==> config.mk <==
export PLATFORM = sky130hd
export DESIGN_NAME = tick_gen
export DESIGN_NICKNAME = d
export VERILOG_FILES = /design/src/rtl/tick_gen_pkg.sv /design/src/rtl/tick_chan.sv /design/src/rtl/tick_gen.sv
export SDC_FILE = /design/constraint.sdc
export NUM_CORES = 1
export LEC_CHECK = 0
export ABC_AREA = 0
export CAP_MARGIN = 25
export CORE_AREA = 2 2 162 164
export CTS_CLUSTER_SIZE = 40
export DETAILED_ROUTE_END_ITERATION = 10
export DIE_AREA = 0 0 164 166
export PLACE_DENSITY_LB_ADDON = 0.12
export SLEW_MARGIN = 40
export SYNTH_ARGS = -nofsm -noshare
export SYNTH_HDL_FRONTEND = slang
export SYNTH_SLANG_ARGS = --single-unit
==> constraint.sdc <==
create_clock -name clk -period 7.95 [get_ports clk]
set_input_delay 2.385 -clock clk [delete_from_list [all_inputs] [get_ports clk]]
set_output_delay 2.385 -clock clk [all_outputs]
set_load 0.01 [all_outputs]
==> src/rtl/tick_gen_pkg.sv <==
// tick_gen_pkg
//   Shared constants and helpers for the tick generator.
//   CNT_W_DEF : default counter/divisor width.
//   MOVE_DIV  : reset divisor of the snake move channel (channel 0).
//   SCAN_DIV  : reset divisor of the display scan channel (channel 1).
//   ch_width  : width of a channel-select field, never narrower than 1 bit.
package tick_gen_pkg;

  localparam int          CNT_W_DEF = 24;
  localparam logic [23:0] MOVE_DIV  = 24'd8388608;
  localparam logic [23:0] SCAN_DIV  = 24'd16384;

  // A single-channel build still needs a 1-bit select port.
  function automatic int ch_width(input int n);
    return (n > 1) ? $clog2(n) : 1;
  endfunction

endpackage

==> src/rtl/tick_chan.sv <==
// tick_chan
//   One tick channel: an up-counter with an active divisor and a pending
//   (not yet applied) divisor, producing a registered 1-cycle tick and a
//   square wave that toggles on every tick.
// Ports
//   clk     in  system clock
//   rst_n   in  synchronous reset, active low
//   en      in  count enable
//   clr     in  restart in phase (overrides en)
//   ld      in  divisor write strobe, stores ld_div as pending
//   ld_div  in  new divisor (0 behaves as 1)
//   tick    out registered 1-cycle tick
//   sq      out square wave, period 2*divisor
module tick_chan
  import tick_gen_pkg::*;
#(
  parameter int               CNT_W   = CNT_W_DEF,
  parameter logic [CNT_W-1:0] DIV_RST = CNT_W'(1)
) (
  input  logic             clk,
  input  logic             rst_n,
  input  logic             en,
  input  logic             clr,
  input  logic             ld,
  input  logic [CNT_W-1:0] ld_div,
  output logic             tick,
  output logic             sq
);

  logic [CNT_W-1:0] cnt_q, cnt_d;
  logic [CNT_W-1:0] div_q, div_d;
  logic [CNT_W-1:0] pend_q, pend_d;
  logic             pend_vld_q, pend_vld_d;
  logic             tick_q, tick_d;
  logic             sq_q, sq_d;

  logic [CNT_W-1:0] last_cnt;
  logic [CNT_W-1:0] pend_last;
  logic             restart;

  // Next-state logic. A "restart" is any edge at which a new period may
  // begin: wrap, clear, or any disabled edge. Only then may a pending
  // divisor become active, so a running period always finishes with the
  // divisor it started with.
  always_comb begin
    last_cnt   = (div_q  == '0) ? '0 : div_q  - CNT_W'(1);
    pend_last  = (pend_q == '0) ? '0 : pend_q - CNT_W'(1);
    cnt_d      = cnt_q;
    div_d      = div_q;
    pend_d     = pend_q;
    pend_vld_d = pend_vld_q;
    tick_d     = 1'b0;
    sq_d       = sq_q;
    restart    = 1'b0;

    if (clr) begin
      cnt_d   = '0;
      sq_d    = 1'b0;
      restart = 1'b1;
    end else if (!en) begin
      restart = 1'b1;
    end else if (cnt_q == last_cnt) begin
      cnt_d   = '0;
      tick_d  = 1'b1;
      sq_d    = ~sq_q;
      restart = 1'b1;
    end else begin
      cnt_d = cnt_q + CNT_W'(1);
    end

    if (restart && pend_vld_q) begin
      div_d      = pend_q;
      pend_vld_d = 1'b0;
      // Applying a smaller divisor while disabled would leave the held
      // count beyond the new wrap point; restart the period instead.
      if (cnt_d > pend_last) begin
        cnt_d = '0;
      end
    end

    // A write on a restart edge is kept for the following restart.
    if (ld) begin
      pend_d     = ld_div;
      pend_vld_d = 1'b1;
    end
  end

  // State registers with synchronous reset to the build-time divisor.
  always_ff @(posedge clk) begin
    if (!rst_n) begin
      cnt_q      <= '0;
      div_q      <= DIV_RST;
      pend_q     <= '0;
      pend_vld_q <= 1'b0;
      tick_q     <= 1'b0;
      sq_q       <= 1'b0;
    end else begin
      cnt_q      <= cnt_d;
      div_q      <= div_d;
      pend_q     <= pend_d;
      pend_vld_q <= pend_vld_d;
      tick_q     <= tick_d;
      sq_q       <= sq_d;
    end
  end

  assign tick = tick_q;
  assign sq   = sq_q;

endmodule

==> src/rtl/tick_gen.sv <==
// tick_gen
//   Multi-channel programmable tick generator. Each channel emits a 1-cycle
//   tick every DIV clocks and a square wave toggling on each tick. Divisors
//   can be rewritten at run time through a small write port; new values take
//   effect at the next restart of the target channel.
// Ports
//   clk       in  system clock
//   rst_n     in  synchronous reset, active low
//   en        in  per-channel count enable
//   sync_clr  in  restart all channels in phase
//   cfg_we    in  1-cycle divisor write request
//   cfg_ch    in  target channel of the write
//   cfg_div   in  new divisor value
//   cfg_ack   out 1-cycle write acknowledge, one cycle after cfg_we
//   cfg_err   out with cfg_ack: channel out of range, write discarded
//   tick      out registered 1-cycle tick per channel
//   sq        out square wave per channel
module tick_gen
  import tick_gen_pkg::*;
#(
  parameter int                      NUM_CH   = 2,
  parameter int                      CNT_W    = CNT_W_DEF,
  parameter logic [NUM_CH*CNT_W-1:0] DIV_INIT = {SCAN_DIV, MOVE_DIV},
  parameter int                      CH_W     = ch_width(NUM_CH)
) (
  input  logic              clk,
  input  logic              rst_n,
  input  logic [NUM_CH-1:0] en,
  input  logic              sync_clr,
  input  logic              cfg_we,
  input  logic [CH_W-1:0]   cfg_ch,
  input  logic [CNT_W-1:0]  cfg_div,
  output logic              cfg_ack,
  output logic              cfg_err,
  output logic [NUM_CH-1:0] tick,
  output logic [NUM_CH-1:0] sq
);

  // Channel count widened by one bit so the range test also works when
  // NUM_CH is a power of two.
  localparam logic [CH_W:0] NUM_CH_X = (CH_W+1)'(NUM_CH);

  logic [NUM_CH-1:0] ld;
  logic              ch_bad;
  logic              cfg_ack_q, cfg_ack_d;
  logic              cfg_err_q, cfg_err_d;

  // Write decode: one load strobe per channel; out-of-range selects hit no
  // channel and are flagged on the acknowledge.
  always_comb begin
    ld     = '0;
    ch_bad = ({1'b0, cfg_ch} >= NUM_CH_X);
    for (int i = 0; i < NUM_CH; i++) begin
      ld[i] = cfg_we && (cfg_ch == CH_W'(i));
    end
    cfg_ack_d = cfg_we;
    cfg_err_d = cfg_we && ch_bad;
  end

  always_ff @(posedge clk) begin
    if (!rst_n) begin
      cfg_ack_q <= 1'b0;
      cfg_err_q <= 1'b0;
    end else begin
      cfg_ack_q <= cfg_ack_d;
      cfg_err_q <= cfg_err_d;
    end
  end

  assign cfg_ack = cfg_ack_q;
  assign cfg_err = cfg_err_q;

  for (genvar g = 0; g < NUM_CH; g++) begin : g_ch
    tick_chan #(
      .CNT_W   (CNT_W),
      .DIV_RST (DIV_INIT[g*CNT_W +: CNT_W])
    ) u_chan (
      .clk    (clk),
      .rst_n  (rst_n),
      .en     (en[g]),
      .clr    (sync_clr),
      .ld     (ld[g]),
      .ld_div (cfg_div),
      .tick   (tick[g]),
      .sq     (sq[g])
    );
  end

endmodule

==> results.json <==
{
  "outcome": "finished clean",
  "viasPerCell": 5.87,
  "ys_top_cells_by_count": "282 x nand2_1, 151 x dfxtp_1, 125 x nor2_1",
  "cp_max_fo": 22,
  "die_area_um2": 27200,
  "cp_slowest_cell": "or4_1",
  "crit_path_start_kind": "register",
  "ioPinCount": 37,
  "fp.dieW_um": 164,
  "synth.area.top_cells": "dfxtp_1 27%, nand2_1 9.4%, ha_1 6.0%",
  "arrival_ns": 7.54,
  "area_growth_pct": 9.01,
  "ir_drop_v": 0.000123,
  "muxShareOfSynthArea_pct": 5.55,
  "grt_first_pass_wirelength_um": 53500,
  "postCtsSetupBuffers": 0,
  "hold_viol": 0,
  "synth_top_family_by_area": "simple AND/OR/NAND/NOR gates",
  "relSlewSlack_pct": 45.7,
  "clk_pin_slew_ns": 0.07,
  "final_layout_size_suffix_gt1_share_pct": 5.30,
  "postCtsHoldBufs": 0,
  "critPathCaptureType": "register",
  "path_depth": 22,
  "fillers": 2527,
  "min_period_over_period_pct": 90.3,
  "syn_inst": 1484,
  "worst_slew_pin_slew_ns": 0.813,
  "drt-wirelength-per-cell_um": 18.6,
  "synth_ff_type": "dfxtp_1",
  "numCtsBuffers": 17,
  "maxCapViolCount": 0,
  "pwr_density_cell_nw_per_um2": 164,
  "slowest_delay_ns": 0.70,
  "drv_slew": 0,
  "postCtsResizedCells": 0,
  "drc": 0,
  "synth_edf_count": 0,
  "crit_family": "simple AND/OR/NAND/NOR gates",
  "min_period_ns": 7.18,
  "netlist_area_um2": 11300,
  "dp_hpwl_um": 25300,
  "synth_top_area_share_pct": 26.8,
  "ant_nets": 0,
  "drtIter0Drc": 802,
  "syn_area_per_cell_um2": 7.59,
  "synthXorXnorAreaFrac_pct": 10.4,
  "h-tree-depth": 4,
  "initial_core_util_pct": 44.0,
  "synth_compound_area_share_pct": 14.3,
  "grt_usage_pct": 24.8,
  "coreArea_um2": 25600,
  "root_buffer": "clkbuf_16",
  "required_ns": 8.31,
  "yosys.area.top_type": "dfxtp_1",
  "vias": 10500,
  "clockBufferDepth": 2,
  "grt_overflow": 0,
  "synth-seq-cells": 151,
  "wl_um": 33200,
  "std_cell_rows": 59,
  "gp_congestion": 0.915,
  "synthAdderAreaFrac_pct": 6.00,
  "fin_nets": 1526,
  "first_pass_iters": 5,
  "setup_tns_ns": 0,
  "placed_cell_area_um2": 11700,
  "insertion_delay_ns": 0.43,
  "placement.io_buffers": 35,
  "cts_tree": "done",
  "rsz0062_at_grt": "false",
  "num_antenna_cells": 0,
  "holdPathStages": 2,
  "critPathKind": "register to register",
  "yosys_warnings": 0,
  "yosysMostFrequentCell": "nand2_1",
  "ys_seq_area_share_pct": 26.8,
  "synth_fp_nets": 1569,
  "die_y_um": 166,
  "cp_num_buf_inv": 3,
  "r2r_cells": 22,
  "skew_ns": 0.0104,
  "clock.fmax_ghz": 0.139,
  "finalInstanceArea_um2": 12300,
  "grt_pass1_vias": 9524,
  "post-route-util_pct": 47.9,
  "grt_max_degree": 118,
  "synth-simple-area-share_pct": 31.3,
  "setup_viol": 0,
  "cts_num_sinks": 151,
  "synth_cell_types": 83,
  "hold_class": "register to register",
  "grt_antenna_before_repair": 0,
  "async_flop_share_pct": 0,
  "power.leakage_nw": 4.84,
  "crit_chain": "inv_1 -> ha_1 -> inv_1 -> or4_1 -> or2_2 -> a211oi_1 -> o22ai_1 -> nor4_1 -> nand4_1 -> o21ai_1 -> buf_4 -> nor2_1 -> ha_1 -> a21o_1 -> a21o_1 -> a221o_1 -> a2111oi_0 -> or3_1 -> a21oi_1 -> o311a_1 -> a211o_1 -> nor2_1"
}
-- tightest hold or removal path, stage by stage, from the launching register on --
cell	delay [ns]
dfxtp_1	0.35
nand2_1	0.07
mux2i_1	0.06
-- routing by layer --
layer	routed length (um)	vias up	GRT usage, %
met5	0	-	0
met2	13600	327	34.7
met4	396	0	5.34
met1	16900	4965	39.4
li1	-	5177	-
met3	2290	30	3.82
-- cells in the final DEF (no fill, tap or decap), types with 5 or more instances in the layout --
cell type        instances
nor4_1                  36
nand2b_1                21
a32oi_1                  5
o31ai_1                 11
inv_1                   28
xnor2_1                 49
a31oi_1                  6
o21a_1                   7
o2111ai_1                7
o21ai_0                 26
nor2b_1                 18
a21o_1                  11
clkbuf_16               17
dfxtp_1                151
nand2_1                281
a211oi_1                 6
nand4b_1                 5
or3_1                   22
nand3_1                 47
or2_2                    6
and2_1                   5
or4_1                   20
o211ai_1                 5
xor2_1                  72
ha_1                    54
o41ai_1                  5
and3_1                  15
clkdlybuf4s50_1         34
mux2i_1                 58
xnor3_1                  5
a21boi_0                54
and4_1                   7
a21oi_1                 28
inv_8                    6
nand4_1                 32
buf_4                   11
nor3_1                  67
nor2_1                 125
-- area by class of cell --
class | count | area (um2) | area share (%)
Multi-Input combinational cell | 1195 | 7660 | 62.4
Sequential cell | 151 | 3020 | 24.6
Timing Repair Buffer | 48 | 464 | 3.78
Clock buffer | 17 | 425 | 3.46
Tap cell | 335 | 419 | 3.41
Clock inverter | 15 | 180 | 1.47
Inverter | 28 | 105 | 0.856
-- final timing paths --
path,to,slack [ns],startpoint
worst max-delay path,g_ch[0].u_chan.cnt_q[20],0.77,g_ch[0].u_chan.div_q[0]
worst min-delay path,g_ch[0].u_chan.div_q[20],0.51,g_ch[0].u_chan.pend_q[20]
worst max register to register,g_ch[0].u_chan.cnt_q[20],0.77,g_ch[0].u_chan.div_q[0]
worst min register to register,g_ch[0].u_chan.div_q[20],0.51,g_ch[0].u_chan.pend_q[20]
-- registers in the layout, indices dropped and copies added (netlist names) --
| name | flops |
|---|---|
| g_ch.u_chan.tick | 2 |
| g_ch.u_chan.sq | 2 |
| g_ch.u_chan.cnt_q | 48 |
| g_ch.u_chan.pend_q | 48 |
| cfg_ack | 1 |
| g_ch.u_chan.div_q | 48 |
| g_ch.u_chan.pend_vld_q | 2 |
-- power breakdown --
part           internal [W]  switching [W]
Clock              0.000453       0.000387
Sequential         0.000771      0.0000291
Combinational      0.000154       0.000223
Total               0.00138       0.000640
-- per-stage QoR --
| stage | total power (W) | worst slack [ns] | hold WS [ns] | instances |
|---|---|---|---|---|
| 4_1_cts | 0.00203 | 0.811 | 0.510 | 1789 |
| 2_1_floorplan | 0.00109 | 1.95 | 0.454 | 1484 |
| 6_report | 0.00202 | 0.771 | 0.507 | 1789 |
| 5_1_grt | 0.00212 | 0.286 | 0.528 | 1789 |
| 3_5_place_dp | 0.00119 | 0.857 | 0.499 | 1757 |
| 3_3_place_gp | 0.00118 | 1.06 | 0.498 | 1755 |
-- cell families (layout without fill, tap and decap cells) --
logic type / after synthesis / after routing
adder cells (fa/ha/maj): 54 / 54
XOR/XNOR: 126 / 126
flip-flops: 151 / 151
other: 1 / 1
AO/OA/AOI/OAI: 220 / 220
AND/OR/NAND/NOR: 732 / 732
buffers and inverters: 138 / 108
multiplexers: 62 / 62
No activity file was read; power rests on OpenSTA's default activity.
